===== config.mk =====
export PLATFORM = sky130hd
export DESIGN_NAME = mood_sprite_sequencer
export DESIGN_NICKNAME = d
export VERILOG_FILES = /design/src/rtl/mood_pkg.sv /design/src/rtl/ms_tick_gen.sv /design/src/rtl/mood_sprite_sequencer.sv
export SDC_FILE = /design/constraint.sdc
export NUM_CORES = 1
export LEC_CHECK = 0
export BUFFER_PORTS_ARGS = -buffer_cell sky130_fd_sc_hd__buf_4
export CORE_AREA = 2 2 97 61
export CTS_CLUSTER_SIZE = 25
export DETAILED_ROUTE_END_ITERATION = 8
export DIE_AREA = 0 0 99 63
export MAX_ROUTING_LAYER = met4
export PLACE_DENSITY_LB_ADDON = 0.08
export RECOVER_POWER = 50
export SLEW_MARGIN = 20
export SYNTH_ARGS = -nofsm -noshare
export SYNTH_HDL_FRONTEND = slang
export SYNTH_SLANG_ARGS = --single-unit

===== constraint.sdc =====
create_clock -name clk -period 14.1 [get_ports clk]
set_input_delay 0 -clock clk [delete_from_list [all_inputs] [get_ports clk]]
set_output_delay 0 -clock clk [all_outputs]
set_load 0.01 [all_outputs]

===== src/rtl/mood_pkg.sv =====
// Shared mood codes, handshake states and the one-hot mood encoder used by
// the sprite sequencer and other consumers of the pet FSM status bus.
package mood_pkg;

    localparam int MOOD_W = 4;
    localparam int N_MOOD = 9;

    typedef enum logic [MOOD_W-1:0] {
        MOOD_IDLE    = 4'd0,
        MOOD_NEUTRAL = 4'd1,
        MOOD_TIRED   = 4'd2,
        MOOD_SLEEP   = 4'd3,
        MOOD_HUNGRY  = 4'd4,
        MOOD_SAD     = 4'd5,
        MOOD_PLAYING = 4'd6,
        MOOD_BORED   = 4'd7,
        MOOD_DEATH   = 4'd8
    } mood_e;

    typedef enum logic {
        H_IDLE = 1'b0,
        H_REQ  = 1'b1
    } hs_state_e;

    // Returns {exactly_one_bit_set, index_of_set_bit}.
    function automatic logic [MOOD_W:0] onehot_encode(input logic [N_MOOD-1:0] s);
        int                cnt;
        logic [MOOD_W-1:0] code;
        cnt  = 0;
        code = '0;
        for (int i = 0; i < N_MOOD; i++) begin
            if (s[i]) begin
                cnt  = cnt + 1;
                code = MOOD_W'(i);
            end
        end
        return {(cnt == 1), code};
    endfunction

endpackage


===== src/rtl/ms_tick_gen.sv =====
// Free-running 1 ms tick generator: one-cycle tick every TICK_DIV clocks,
// with a synchronous clear so callers can restart the millisecond phase.
module ms_tick_gen #(
    parameter int TICK_DIV = 50000
) (
    input  logic clk,
    input  logic rst,
    input  logic clr,
    output logic tick
);

    localparam int            CW   = (TICK_DIV > 1) ? $clog2(TICK_DIV) : 1;
    localparam logic [CW-1:0] LAST = CW'(TICK_DIV - 1);

    logic [CW-1:0] cnt_q, cnt_d;

    always_comb begin
        tick  = (cnt_q == LAST);
        cnt_d = cnt_q + CW'(1);
        if (clr || tick) begin
            cnt_d = '0;
        end
    end

    always_ff @(posedge clk or posedge rst) begin
        if (rst) begin
            cnt_q <= '0;
        end else begin
            cnt_q <= cnt_d;
        end
    end

endmodule


===== src/rtl/mood_sprite_sequencer.sv =====
// Turns the control FSM's one-hot mood into a sprite code plus a per-mood
// frame animation, and hands each new (sprite, frame) pair to the display.
module mood_sprite_sequencer
    import mood_pkg::*;
#(
    parameter int TICK_DIV = 50000,
    parameter int FRAME_MS = 250,
    parameter int FRAMES   = 4
) (
    input  logic                      clk,
    input  logic                      rst,
    input  logic                      sign_IDLE,
    input  logic                      sign_NEUTRAL,
    input  logic                      sign_TIRED,
    input  logic                      sign_SLEEP,
    input  logic                      sign_HUNGRY,
    input  logic                      sign_SAD,
    input  logic                      sign_PLAYING,
    input  logic                      sign_BORED,
    input  logic                      sign_DEATH,
    input  logic                      frame_ack,
    output logic                      frame_req,
    output logic [MOOD_W-1:0]         sprite_id,
    output logic [$clog2(FRAMES)-1:0] frame_idx,
    output logic                      mood_changed,
    output logic                      mood_err
);

    localparam int               FW        = $clog2(FRAMES);
    localparam int               MS_W      = $clog2(2 * FRAME_MS);
    localparam logic [MS_W-1:0]  MS_LAST_N = MS_W'(FRAME_MS - 1);
    localparam logic [MS_W-1:0]  MS_LAST_S = MS_W'(2 * FRAME_MS - 1);

    logic [N_MOOD-1:0] sign_q, sign_d;
    logic              sign_vld_q, sign_vld_d;
    logic              boot_q, boot_d;
    mood_e             cur_mood_q, cur_mood_d;
    logic [FW-1:0]     cur_frame_q, cur_frame_d;
    logic [MS_W-1:0]   ms_q, ms_d;
    hs_state_e         state_q, state_d;
    logic              pending_q, pending_d;
    logic [MOOD_W-1:0] sprite_q, sprite_d;
    logic [FW-1:0]     fidx_q, fidx_d;
    logic              mood_changed_q, mood_changed_d;

    logic [MOOD_W:0]   enc;
    logic              enc_ok;
    mood_e             enc_code;
    logic              mood_chg;
    logic              ms_tick;
    logic              frame_adv;
    logic              upd;
    logic [MS_W-1:0]   ms_last;

    ms_tick_gen #(
        .TICK_DIV (TICK_DIV)
    ) u_tick (
        .clk  (clk),
        .rst  (rst),
        .clr  (mood_chg),
        .tick (ms_tick)
    );

    // sign_vld_q masks mood_err until the sign register holds real inputs.
    always_comb begin
        sign_d     = {sign_DEATH, sign_BORED, sign_PLAYING, sign_SAD, sign_HUNGRY,
                      sign_SLEEP, sign_TIRED, sign_NEUTRAL, sign_IDLE};
        sign_vld_d = 1'b1;
        boot_d     = 1'b0;
        enc        = onehot_encode(sign_q);
        enc_ok     = enc[MOOD_W];
        enc_code   = mood_e'(enc[MOOD_W-1:0]);
        mood_err   = sign_vld_q && !enc_ok;
        mood_chg   = enc_ok && (enc_code != cur_mood_q);
    end

    // Frame timer; a mood change restarts the animation with a full first frame.
    always_comb begin
        cur_mood_d     = cur_mood_q;
        cur_frame_d    = cur_frame_q;
        ms_d           = ms_q;
        frame_adv      = 1'b0;
        ms_last        = (cur_mood_q == MOOD_SLEEP) ? MS_LAST_S : MS_LAST_N;
        mood_changed_d = mood_chg;
        if (mood_chg) begin
            cur_mood_d  = enc_code;
            cur_frame_d = '0;
            ms_d        = '0;
        end else if ((cur_mood_q != MOOD_DEATH) && ms_tick) begin
            if (ms_q == ms_last) begin
                ms_d        = '0;
                frame_adv   = 1'b1;
                cur_frame_d = cur_frame_q + FW'(1);
            end else begin
                ms_d = ms_q + MS_W'(1);
            end
        end
    end

    // Handshake: events during a request coalesce into one pending re-request,
    // which always carries the newest mood/frame.
    always_comb begin
        upd       = boot_q || mood_chg || frame_adv;
        state_d   = state_q;
        pending_d = pending_q;
        sprite_d  = sprite_q;
        fidx_d    = fidx_q;
        case (state_q)
            H_IDLE: begin
                if (upd || pending_q) begin
                    sprite_d  = cur_mood_d;
                    fidx_d    = cur_frame_d;
                    pending_d = 1'b0;
                    state_d   = H_REQ;
                end
            end
            H_REQ: begin
                pending_d = pending_q || upd;
                if (frame_ack) begin
                    state_d = H_IDLE;
                end
            end
            default: state_d = H_IDLE;
        endcase
    end

    always_ff @(posedge clk or posedge rst) begin
        if (rst) begin
            sign_q         <= '0;
            sign_vld_q     <= 1'b0;
            boot_q         <= 1'b1;
            cur_mood_q     <= MOOD_IDLE;
            cur_frame_q    <= '0;
            ms_q           <= '0;
            state_q        <= H_IDLE;
            pending_q      <= 1'b0;
            sprite_q       <= '0;
            fidx_q         <= '0;
            mood_changed_q <= 1'b0;
        end else begin
            sign_q         <= sign_d;
            sign_vld_q     <= sign_vld_d;
            boot_q         <= boot_d;
            cur_mood_q     <= cur_mood_d;
            cur_frame_q    <= cur_frame_d;
            ms_q           <= ms_d;
            state_q        <= state_d;
            pending_q      <= pending_d;
            sprite_q       <= sprite_d;
            fidx_q         <= fidx_d;
            mood_changed_q <= mood_changed_d;
        end
    end

    assign frame_req    = (state_q == H_REQ);
    assign sprite_id    = sprite_q;
    assign frame_idx    = fidx_q;
    assign mood_changed = mood_changed_q;

endmodule

; ---- Yosys cells after proc, flatten, opt, wreduce, memory -nomap -nowiden
; Index checks and enable logic that the tools add are counted.
[classes]
add_sub_neg = 11
eq_ne = 7
mux = 34
bitwise_logic = 1
reduce_logical = 10
[ops]
columns = op, n
row1 = adder 32 x 2 -> 32 bit (second input constant), 8
row2 = 2-to-1 mux 32 bit, 8
row3 = 2-to-1 mux 9 bit, 4
row4 = == test 32 x 2 -> 1 bit (second input constant), 1
row5 = 2-to-1 mux 4 bit, 8
row6 = adder 16 x 1 -> 16 bit (second input constant), 1
row7 = == test 16 bit (second input constant), 1
row8 = 2-to-1 mux 16 bit, 1
row9 = adder 9 x 1 -> 9 bit (second input constant), 1
row10 = == test 9 bit, 1
row11 = 2-to-1 mux 1 bit, 8
row12 = 2-to-1 mux 2 bit, 3
row13 = == test 4 x 2 -> 1 bit (second input constant), 1
row14 = logical OR 1 bit, 4
row15 = inequality test 4 bit, 1
row16 = inequality test 4 bit (second input constant), 1
row17 = one-hot mux 1 bit (2 select lines), 2
row18 = logical AND 1 bit, 3
row19 = adder 2 x 1 -> 2 bit (second input constant), 1
row20 = inequality test 2 bit (second input constant), 1
row21 = AND reduction 2 bit, 1
row22 = nonzero test 2 bit, 1
row23 = zero test 1 bit, 1
row24 = inverter 1 bit, 1
[word_totals]
reg_bits = 51
input_bits = 12
out_inout_bits = 9
wordCells = 75

; ---- Longest topological paths before layout
; Gate-level depths: netlist (run 1).
[depth]
word_depth = 24
ltp_mapped = 30
ltp_nobuf = 28

; ---- By module
; A second synthesis (run 1) with hierarchy kept.
[hier_totals]
cells_unflattened = 281
hier_area_um2 = 2942.8
[by_module_without_submodules]
columns = mod, instances, cells_per_inst, area_each_um2
row1 = mood_sprite_sequencer, 1, 198, 2080.7
row2 = ms_tick_gen, 1, 83, 862.1

; ---- Worst setup path after synthesis (run 1)
; No wires, ideal clock.
[synth_timing]
path_type = register -> register
startpoint = register sign_q[1]
endpoint = register sprite_q[0] (netlist: sprite_id[0])
arrival_ns = 5.306
setup_slack_ns = 8.669
path_stages_with_launch = 29
n_path_buf = 0
period_less_slack_ns = 5.431
cell_sequence = dfrtp_1 inv_1 ha_1 xnor2_4 inv_1 ha_1 nand2_1 o31ai_1 ha_1 mux2_2 ha_1 inv_1 a21oi_1 nand2_1 inv_1 ha_1 nand2_1 o21ai_0 ha_1 o22ai_1 a21oi_1 ha_1 nor2b_1 nand2b_1 a21oi_1 a41oi_1 nor3_1 mux2_2 mux2_2
[synth_rtl]
columns = element, line
row1 = from (decl), mood_sprite_sequencer.sv:34  ; logic [N_MOOD-1:0] sign_q, sign_d;
row2 = from (signal assigned), mood_sprite_sequencer.sv:141  ; sign_q <= sign_d;
row3 = 2-to-1 mux 32 bit, mood_pkg.sv:32  ; if (s[i]) begin
row4 = adder 32 x 2 -> 32 bit, mood_pkg.sv:33  ; cnt = cnt + 1;
row5 = 2-to-1 mux 32 bit, mood_pkg.sv:32
row6 = adder 32 x 2 -> 32 bit, mood_pkg.sv:33
row7 = 2-to-1 mux 32 bit, mood_pkg.sv:32
row8 = adder 32 x 2 -> 32 bit, mood_pkg.sv:33
row9 = 2-to-1 mux 32 bit, mood_pkg.sv:32
row10 = adder 32 x 2 -> 32 bit, mood_pkg.sv:33
row11 = (+3 left out), --
row12 = adder 32 x 2 -> 32 bit, mood_pkg.sv:33
row13 = 2-to-1 mux 32 bit, mood_pkg.sv:32
row14 = adder 32 x 2 -> 32 bit, mood_pkg.sv:33
row15 = 2-to-1 mux 32 bit, mood_pkg.sv:32
row16 = == test 32 x 2 -> 1 bit, mood_pkg.sv:37  ; return {(cnt == 1), code};
row17 = logical AND 1 bit, mood_sprite_sequencer.sv:74  ; mood_chg = enc_ok && (enc_code != cur_mood_q);
row18 = 2-to-1 mux 4 bit *, mood_sprite_sequencer.sv:85  ; if (mood_chg) begin
row19 = net cur_mood_d[0], mood_sprite_sequencer.sv:37  ; mood_e cur_mood_q, cur_mood_d;
row20 = to (signal assigned), mood_sprite_sequencer.sv:149  ; sprite_q <= sprite_d;
row21 = to (decl), mood_sprite_sequencer.sv:42  ; logic [MOOD_W-1:0] sprite_q, sprite_d;
; The timed path passes the listed nets; every way through them passes the cells marked *.
; A chain may end at the register's enable or synchronous reset.

; ---- Worst setup path in the final report (run 1)
; Ends and elaborated chain as after synthesis.

==> results of run 1 <==
[layout make-up]
cell class              instances  area [um^2]  share of cell area (%)
well taps                      69         86.3                    2.66
flip-flops and latches         51         1280                    39.3
inverters                      17         63.8                    1.96
multi-input cells             213         1480                    45.6
repair buffers                 33          241                    7.43
clock inverters                 2         16.3                   0.501
clock buffers                   6         82.6                    2.54
[power by group through the flow]
stage                     Combinational [mW]  Clock [mW]  Sequential [mW]
final                                  0.167      0.0897            0.192
after global routing                   0.189       0.101            0.195
after CTS                              0.174      0.0927            0.192
after detailed placement               0.171           0            0.194
after global placement                 0.168           0            0.195
after floorplan                        0.130           0            0.190
[kinds of logic (layout without fill, tap and decap cells)]
| logic type | Yosys count | in the layout |
|---|---|---|
| adders and majority gates | 10 | 10 |
| other | 2 | 2 |
| DFF | 51 | 51 |
| muxes | 13 | 13 |
| buffers and inverters | 25 | 58 |
| xor gates and xnor gates | 45 | 45 |
| and+or+nand+nor | 115 | 115 |
| AOI/OAI and AO/OA | 28 | 28 |
[repair_timing]
item | in CTS | in global routing
hold endpoints to repair | 60 | 0
buffers inserted | 0 | 0
hold buffers | 11 | 0
[synthesized netlist by cell type, types with 4 or more instances]
cell type | n | share of area [%]
mux2_2 | 11 | 4.3
nor2_1 | 46 | 6.0
a21oi_1 | 7 | 1.2
dfrtp_1 | 50 | 44
ha_1 | 10 | 4.4
xnor2_1 | 21 | 6.4
inv_1 | 17 | 2.2
nor4_1 | 4 | 0.87
xor2_1 | 21 | 6.4
o21ai_0 | 4 | 0.70
nand3_1 | 9 | 1.6
nand2_1 | 21 | 2.7
nor2b_1 | 5 | 1.1
nand4_1 | 6 | 1.3
[metrics by stage]
| step | worst slack, ps | hold WS, ps | util (%) | area (um^2) | total power, mW |
|---|---|---|---|---|---|
| finish | 8010 | 354 | 60.3 | 3250 | 0.449 |
| global route | 7500 | 352 | 60.3 | 3250 | 0.485 |
| CTS | 8040 | 318 | 60.9 | 3280 | 0.458 |
| detailed placement | 8050 | 110 | 57.0 | 3070 | 0.365 |
| global placement | 8200 | 110 | 57.0 | 3070 | 0.363 |
| floorplan | 8670 | 31.4 | - | 2870 | 0.321 |
[metal layers]
metal / share of wire [%] / routed length (um) / global-route usage [%] / vias up
li1: - / - / - / 1035
met1: 59 / 3140 / 31.7 / 960
met2: 37 / 1940 / 24.2 / 32
met3: 2.9 / 152 / 4.03 / 5
met4: 1.0 / 55 / 5.65 / 0
met5: 0 / 0 / - / -
[how the worst max path moves through the flow]
stage / slack (ps) / cells past startpoint / startpoint / to
2_1_floorplan: 8670 / 28 / sign_q[1]$_DFF_PP0_ / sprite_id[0]$_DFFE_PP0P_
3_3_place_gp: 8200 / 28 / sign_q[1]$_DFF_PP0_ / sprite_id[0]$_DFFE_PP0P_
3_5_place_dp: 8050 / 28 / sign_q[1]$_DFF_PP0_ / sprite_id[3]$_DFFE_PP0P_
4_1_cts: 8040 / 28 / sign_q[1]$_DFF_PP0_ / sprite_id[0]$_DFFE_PP0P_
5_1_grt: 7500 / 28 / sign_q[1]$_DFF_PP0_ / sprite_id[0]$_DFFE_PP0P_
6_report: 8010 / 28 / sign_q[1]$_DFF_PP0_ / sprite_id[0]$_DFFE_PP0P_
[registers in the layout (all words and copies together), names as in the netlist]
name and count:
boot_q 1, cur_frame_q 2, cur_mood_q 4, frame_idx 2
frame_req 1, mood_changed 1, ms_q 9, pending_q 1
sign_q 9, sign_vld_q 1, sprite_id 4, u_tick.cnt_q 16
==> results.toml, run 1 <==
[layout]
num-fill-cells = 453
drive_gt1_share_pct = 12.7
diodes = 0
final_cells = 391
final_common_cell = "dfrtp_1"
nets = 343
layout_common_cells = "dfrtp_1 (50), nor2_1 (46), nand2_1 (21), xor2_1 (21), xnor2_1 (21)"
syn2layout_area_growth_pct = 13.2

[sta]
hold_violations = 0
fin_worst_skew_ps = 13.6
tns_ps = 0
post-route-min-period_ps = 6090
rsz0062_at_grt = "no"
final-setup-viol-count = 0
relSlewSlack_pct = -77.6
maxSlewViolCount = 52
period_share_pct = 43.2
tightest_slew_ps = 2660
fmax_mhz = 164

[yosys]
synth_top_family_by_area = "simple AND/OR/NAND/NOR gates"
synth_fa_ha_area_share_pct = 4.36
synth-xor-area-share_pct = 15.4
synthCells = 289
synth_area_um2 = 2870
synthMuxAreaShare_pct = 5.19
synth.yosys.seq_area_share_pct = 44.5
synth_edf_count = 0
synth.avg_cell_area_um2 = 9.93
synth_nets = 311
synthArstFlopShare_pct = 100
synth-simple-area-share_pct = 19.8
ys_ff_latch = 51
yosys_warnings = 0
synth_compound_area_share_pct = 6.54
yosysUniqueCellTypes = 53
synth_ff_type = "dfrtp_1"

[setup_path]
cpMostUsedCell = "ha_1"
cp_slowest_stage_delay_ps = 500
critPathRequiredTime_ps = 14300
path_max_fanout = 4
crit_family = "adder cells"
cp_num_buf_inv = 4
startpoint_type = "register"
cp-end-kind = "register"
cp_slowest_cell = "nor3_1"
r2r_end = "sprite_id[0]$_DFFE_PP0P_"
arrival_ps = 6290
reg2reg_depth = 28
r2r_slack_ps = 8010
worstReg2RegStart = "sign_q[1]$_DFF_PP0_"
crit_type = "reg2reg"

[cts]
cts_tree = "done"
cts_resized = 0
htree_levels = 2
cts.reportedPaths.clkPinSlew_ps = 100
clk_path_buf_depth = 2
clock-root-buffer = "clkbuf_8"
cts_buffers = 5
cts.sinks = 51
clk_latency_ps = 310

[min_path]
hp-class = "in2reg"
min_to = "sign_q[7]$_DFF_PP0_"
worstHoldStart = "sign_BORED"
worstHoldPathCells = 2

[routing]
finalWirelength_mm = 5.29
vias = 2032
drc = 0
drtAntennaViolNets = 0
first_pass_iters = 4
drt-initial-drc-count = 110
routedWlPerCell_um = 13.5
viasPerCell = 5.20

[placement]
io_buffer_count = 20
dp.cells = 372
hpwl_mm = 3.88
place_congestion = 0.806

[power_and_ir_drop]
swShare_pct = 36.7
p_comb_share_pct = 37.2
p_int_uw = 284
seq_power_share_pct = 42.8
powerDensity_nw_per_um2 = 138
leakage_nw = 1.47
p_clk_share_pct = 20.0
netSwitchingPower_uw = 165
peakVddDrop_uv = 85.2

[die]
die_w_um = 99
coreArea_um2 = 5390
die_y_um = 63
ios = 21
rows = 21
initial_core_util_pct = 53.3
dieArea_um2 = 6240

[grt]
grt_antenna_before_repair = 0
gr-total-overflow = 0
grt_max_degree = 52
grt_pass1_wl_mm = 9.40
grt_pass1_vias = 1952
grtUsageTotal_pct = 19.6

[status]
failed_checks = "capacitance limit, slew limit"
status = "finished with violations"

[job]
max_cap_viol_count = 1
(Power assumes the default switching activity.)
==> run 2: changes to the inputs <==
--- a/config.mk
+++ b/config.mk
@@ -5,11 +5,12 @@
 export SDC_FILE = /design/constraint.sdc
 export NUM_CORES = 1
 export LEC_CHECK = 0
+export ABC_AREA = 1
 export BUFFER_PORTS_ARGS = -buffer_cell sky130_fd_sc_hd__buf_4
-export CORE_AREA = 2 2 97 61
+export CORE_AREA = 2 2 99 63
 export CTS_CLUSTER_SIZE = 25
 export DETAILED_ROUTE_END_ITERATION = 8
-export DIE_AREA = 0 0 99 63
+export DIE_AREA = 0 0 101 65
 export MAX_ROUTING_LAYER = met4
 export PLACE_DENSITY_LB_ADDON = 0.08
 export RECOVER_POWER = 50
==> constraint.sdc (replaced) <==
create_clock -name clk -period 5.7 [get_ports clk]
set_input_delay 0 -clock clk [delete_from_list [all_inputs] [get_ports clk]]
set_output_delay 0 -clock clk [all_outputs]
set_load 0.01 [all_outputs]
==> run 2 against run 1 <==
Highest routed layer unchanged. Clock skew is 5.1 ps lower. Global-route usage is 1.6 points higher. The run still ends with capacitance limit, slew limit left. Routed wire length is 13% higher.
==> results.toml, run 2 <==
[setup_path]
arrival_ps = 5440
cp_slowest_cell = "dfrtp_1"
reg2reg_depth = 32
crit_type = "reg2reg"
cpMostUsedCell = "nand2_1"
path_max_fanout = 12
startpoint_type = "register"
cp_slowest_stage_delay_ps = 380
critPathRequiredTime_ps = 5910
cp-end-kind = "register"

[grt]
grt_max_degree = 52
grtUsageTotal_pct = 21.2
grt_pass1_wl_mm = 10.6
grt_antenna_before_repair = 0
gr-total-overflow = 0
grt_pass1_vias = 2292

[layout]
drive_gt1_share_pct = 14.3
nets = 462
largest_reg_flops = 16
final_common_cell = "nand2_1"
final_core_util_pct = 59.2
syn2layout_area_growth_pct = 13.0
diodes = 0
reg_top3 = "u_tick.cnt_q (16), ms_q (9), sign_q (9)"
final_cells = 513
top_register = "u_tick.cnt_q"
stdcell_area_um2 = 3420
layout_common_cells = "nand2_1 (106), inv_1 (58), dfrtp_1 (50), nand3_1 (37), nor2_1 (32)"

[yosys]
ys_ff_latch = 51
synthArstFlopShare_pct = 100
ys_top_cells_by_count = "nand2_1 (106), inv_1 (59), dfrtp_1 (50)"
synth_most_common_cell = "nand2_1"
synth.yosys.seq_area_share_pct = 42.2
yosys.area.top_type = "dfrtp_1"
synth_area_um2 = 3030
synth_edf_count = 0
synth.avg_cell_area_um2 = 7.49
synth_nets = 426
yosysUniqueCellTypes = 34
synth.top_cell.area_share_pct = 41.3
synth_ff_type = "dfrtp_1"
synthCells = 404
yosys_warnings = 0
synthTopCellsByArea = "dfrtp_1 (41%), nand2_1 (13%), inv_1 (7.3%)"

[status]
failed_checks = "capacitance limit, slew limit"
status = "finished with violations"

[placement]
hpwl_mm = 4.50
dp.cells = 494
post-place-ws_ps = 536
place_congestion = 0.866
io_buffer_count = 20
dpl-instance-area_um2 = 3250

[power_and_ir_drop]
swShare_pct = 38.3
seq_power_share_pct = 45.7
leakage_nw = 1.77
powerDensity_nw_per_um2 = 295
p_int_uw = 622
p_clk_share_pct = 22.0
netSwitchingPower_uw = 387
p_comb_share_pct = 32.3
peakVddDrop_uv = 225
p_total_mw = 1.01

[cts]
cts.sinks = 51
cts_tree = "done"
post-cts-setup-buffers = 0
clk_latency_ps = 320
htree_levels = 2
cts.reportedPaths.clkPinSlew_ps = 100
clk_path_buf_depth = 2
cts_resized = 0
cts_buffers = 5
clock-root-buffer = "clkbuf_8"

[sta]
post-route-min-period_ps = 5240
period_share_pct = 91.8
fmax_mhz = 191
tightest_slew_ps = 2170
rsz0062_at_grt = "no"
tns_ps = 0
fin_worst_skew_ps = 8.55
final-setup-viol-count = 0
timing.final.ws_setup_ps = 465
relSlewSlack_pct = -45.2
hold_violations = 0
whs_ps = 337
maxSlewViolCount = 52

[routing]
drt-initial-drc-count = 132
routedWlPerCell_um = 11.7
vias = 2517
drtAntennaViolNets = 0
first_pass_iters = 4
drc = 0
viasPerCell = 4.91
finalWirelength_mm = 5.99

[die]
coreArea_um2 = 5780
rows = 22
ios = 21
dieArea_um2 = 6570
die_y_um = 65
die_w_um = 101
initial_core_util_pct = 52.4

[min_path]
worstHoldPathCells = 2
hp-class = "in2reg"

[job]
max_cap_viol_count = 1
-- run 2: worst max-delay path: cells and delay by family (launching register included) --
kind                       cells  cell delay, ps
DFF                            1             380
buffers and inverters          5             290
and+or+nand+nor               20            2470
adders and majority gates      7            1980
-- run 2: power groups by stage --
stage	registers (mW)	logic [mW]	clock network, mW
finish	0.460	0.326	0.222
global route	0.466	0.376	0.243
CTS	0.459	0.341	0.227
detailed placement	0.466	0.334	0
global placement	0.466	0.328	0
floorplan	0.465	0.246	0
-- run 2: layout make-up --
type / instances / area [um^2]
fill: 537 / 2360
multi-input combinational: 279 / 1460
sequential: 51 / 1280
inverter: 72 / 272
timing repair buffer: 31 / 230
tap: 72 / 90.1
clock buffer: 5 / 68.8
clock inverter: 3 / 22.5
-- run 2: logic make-up (layout without fill, tap and decap cells) --
family                   count (synthesis)  count (layout)  synth area share (%)
AND/OR/NAND/NOR                        232             232                  36.0
buffers and inverters                   74             111                  9.55
flip-flops                              51              51                  42.2
AO/OA/AOI/OAI                           26              26                  5.29
adder cells (fa/ha/maj)                 10              10                  4.13
XOR/XNOR                                 9               9                  2.60
other                                    2               2                 0.248
-- run 2: worst paths after layout --
check                                     startpoint                         to  slack [ps]
max                              sign_q[1]$_DFF_PP0_   frame_idx[0]$_DFFE_PP0P_         460
max reg2reg                      sign_q[1]$_DFF_PP0_   frame_idx[0]$_DFFE_PP0P_         460
min reg2reg                u_tick.cnt_q[0]$_DFF_PP0_  u_tick.cnt_q[0]$_DFF_PP0_         480
min                                     sign_PLAYING        sign_q[6]$_DFF_PP0_         340
max in group asynchronous                        rst   sprite_id[2]$_DFFE_PP0P_        3890
min in group asynchronous                        rst  u_tick.cnt_q[5]$_DFF_PP0_         820
-- run 2: timing repair --
item	4_1_cts	5_1_grt
hold buffers	11	0
setup endpoints to repair	0	0
hold endpoints to repair	50	0
-- run 2: metal layers --
layer	routed length (um)	vias to the layer above	share of wire (%)	track usage [%]
met5	0	-	0	-
met4	57	0	0.95	5.24
met3	304	8	5.1	5.39
met2	2320	49	39	27.8
met1	3310	1115	55	32.4
li1	-	1345	-	-
==> run 3: changes to the inputs <==
--- a/config.mk
+++ b/config.mk
@@ -5,12 +5,13 @@
 export SDC_FILE = /design/constraint.sdc
 export NUM_CORES = 1
 export LEC_CHECK = 0
-export ABC_AREA = 1
+export ABC_AREA = 0
 export BUFFER_PORTS_ARGS = -buffer_cell sky130_fd_sc_hd__buf_4
-export CORE_AREA = 2 2 99 63
+export CORE_AREA = 2 2 97 61
 export CTS_CLUSTER_SIZE = 25
 export DETAILED_ROUTE_END_ITERATION = 8
-export DIE_AREA = 0 0 101 65
+export DIE_AREA = 0 0 99 63
+export HOLD_SLACK_MARGIN = 0.12
 export MAX_ROUTING_LAYER = met4
 export PLACE_DENSITY_LB_ADDON = 0.08
 export RECOVER_POWER = 50
==> run 3 against run 2 <==
The run still ends with capacitance limit, slew limit left. Clock skew is 1.3 ps higher. Clock power hardly changed. Fmax is 4.1% lower. Count of clock-buffer cells in the layout is 1 higher. Critical path depth is 4 lower. Final area is 1.4% lower. Via count is 17% lower. Cell count is 22% lower. Core utilization is 3.5 points higher. Sequential power is 3% higher. Critical path type unchanged. Largest cell class unchanged.
==> results.toml, run 3 (synthesized netlist as in run 1, its figures left out) <==
[cts]
cts.reportedPaths.clkPinSlew_ps = 90
cts_tree = "done"
clk_path_buf_depth = 2
clk_latency_ps = 310
cts.sinks = 51
clock-root-buffer = "clkbuf_8"
cts_buffers = 5
htree_levels = 2

[job]
max_cap_viol_count = 1

[die]
ios = 21
die_w_um = 99
dieArea_um2 = 6240
die_y_um = 63
rows = 21
coreArea_um2 = 5390
initial_core_util_pct = 53.3

[layout]
nets = 353
layout_common_cells = "dfrtp_1 (50), nor2_1 (45), xor2_1 (21), xnor2_1 (21), nand2_1 (19)"
top_register = "u_tick.cnt_q"
reg_top3 = "u_tick.cnt_q (16), ms_q (9), sign_q (9)"
largest_reg_flops = 16
final_common_cell = "dfrtp_1"
drive_gt1_share_pct = 19.3
stdcell_area_um2 = 3380
diodes = 0
syn2layout_area_growth_pct = 17.6
final_cells = 401

[placement]
post-place-ws_ps = 53.8
dp.cells = 378
io_buffer_count = 20
hpwl_mm = 3.93
dpl-instance-area_um2 = 3120
place_congestion = 0.873

[sta]
hold_violations = 0
relSlewSlack_pct = -79.3
period_share_pct = 95.8
tightest_slew_ps = 2690
fin_worst_skew_ps = 9.81
whs_ps = 356
maxSlewViolCount = 52
timing.final.ws_setup_ps = 239
post-route-min-period_ps = 5460
final-setup-viol-count = 0
fmax_mhz = 183

[setup_path]
critPathRequiredTime_ps = 5890
r2r_slack_ps = 240
cp-end-kind = "register"
path_max_fanout = 6
cpMostUsedCell = "ha_1"
cp_slowest_stage_delay_ps = 410
startpoint = "sign_q[1]$_DFF_PP0_"
cp_slowest_cell = "dfrtp_1"
worstReg2RegStart = "sign_q[1]$_DFF_PP0_"
endpoint = "sprite_id[0]$_DFFE_PP0P_"
crit_type = "reg2reg"
startpoint_type = "register"
reg2reg_depth = 28
r2r_end = "sprite_id[0]$_DFFE_PP0P_"
arrival_ps = 5650

[power_and_ir_drop]
p_int_uw = 753
leakage_nw = 1.52
p_comb_share_pct = 41.5
netSwitchingPower_uw = 433
swShare_pct = 36.5
powerDensity_nw_per_um2 = 351
p_total_mw = 1.19
peakVddDrop_uv = 203
seq_power_share_pct = 39.8
p_clk_share_pct = 18.7

[routing]
routedWlPerCell_um = 13.8
viasPerCell = 5.18
drtAntennaViolNets = 0
drc = 0
vias = 2079
first_pass_iters = 4
drt-initial-drc-count = 103
finalWirelength_mm = 5.53

[min_path]
worstHoldStart = "sign_SLEEP"
hp-class = "in2reg"

[status]
status = "finished with violations"
failed_checks = "capacitance limit, slew limit"

[grt]
gr-total-overflow = 0
grt_max_degree = 52
grt_antenna_before_repair = 0
grt_pass1_wl_mm = 9.72
grtUsageTotal_pct = 20.2
grt_pass1_vias = 2028
-- run 3: layout make-up --
cell class	instances	area [um^2]
Inverter	17	63.8
Tap cell	69	86.3
Fill cell	456	2010
Clock buffer	6	82.6
Multi-Input combinational cell	213	1530
Clock inverter	2	16.3
Timing Repair Buffer	43	317
Sequential cell	51	1280
-- run 3: worst min-delay path by stage --
stage                                to  slack, ps  cells past startpoint
CTS                 sign_q[6]$_DFF_PP0_        330                      2
detailed placement  sign_q[2]$_DFF_PP0_        110                      1
finish              sign_q[3]$_DFF_PP0_        360                      2
global route        sign_q[2]$_DFF_PP0_        350                      2
floorplan           sign_q[0]$_DFF_PP0_         30                      0
global placement    sign_q[5]$_DFF_PP0_        110                      1
-- run 3: per-layer routing --
layer	GRT usage, %	vias up	part of all wire [%]
met2	26.0	38	39
li1	-	1057	-
met3	4.70	7	4.4
met1	31.7	977	56
met4	4.62	0	0.89
met5	-	-	0
-- run 3: critical path: cells and delay by family (launching register included) --
family,cells,cell delay (ps)
AND/OR/NAND/NOR,5,500
multiplexers,2,630
flip-flops,1,410
AO/OA/AOI/OAI,9,1480
adder cells (fa/ha/maj),7,1880
buffers and inverters,4,280
XOR/XNOR,1,160
-- run 3: through the flow --
| step | utilization (%) | TNS [ps] |
|---|---|---|
| final | 62.7 | 0 |
| after global routing | 62.7 | -347 |
| after CTS | 61.8 | 0 |
| after detailed placement | 57.9 | 0 |
| after global placement | 57.9 | 0 |
| after floorplan | - | 0 |
-- run 3: what timing repair did --
item	in CTS	in global routing
endpoints found under the hold margin	60	0
endpoints found under the setup margin	0	38
hold buffers	11	0
setup buffers	0	4
gates resized for setup	0	14
-- run 3: power groups by stage --
stage | Clock [mW] | Combinational, mW | Sequential, mW
after global routing | 0.245 | 0.550 | 0.483
after global placement | 0 | 0.443 | 0.481
after CTS | 0.228 | 0.459 | 0.472
final | 0.222 | 0.493 | 0.472
after detailed placement | 0 | 0.450 | 0.478
after floorplan | 0 | 0.322 | 0.471
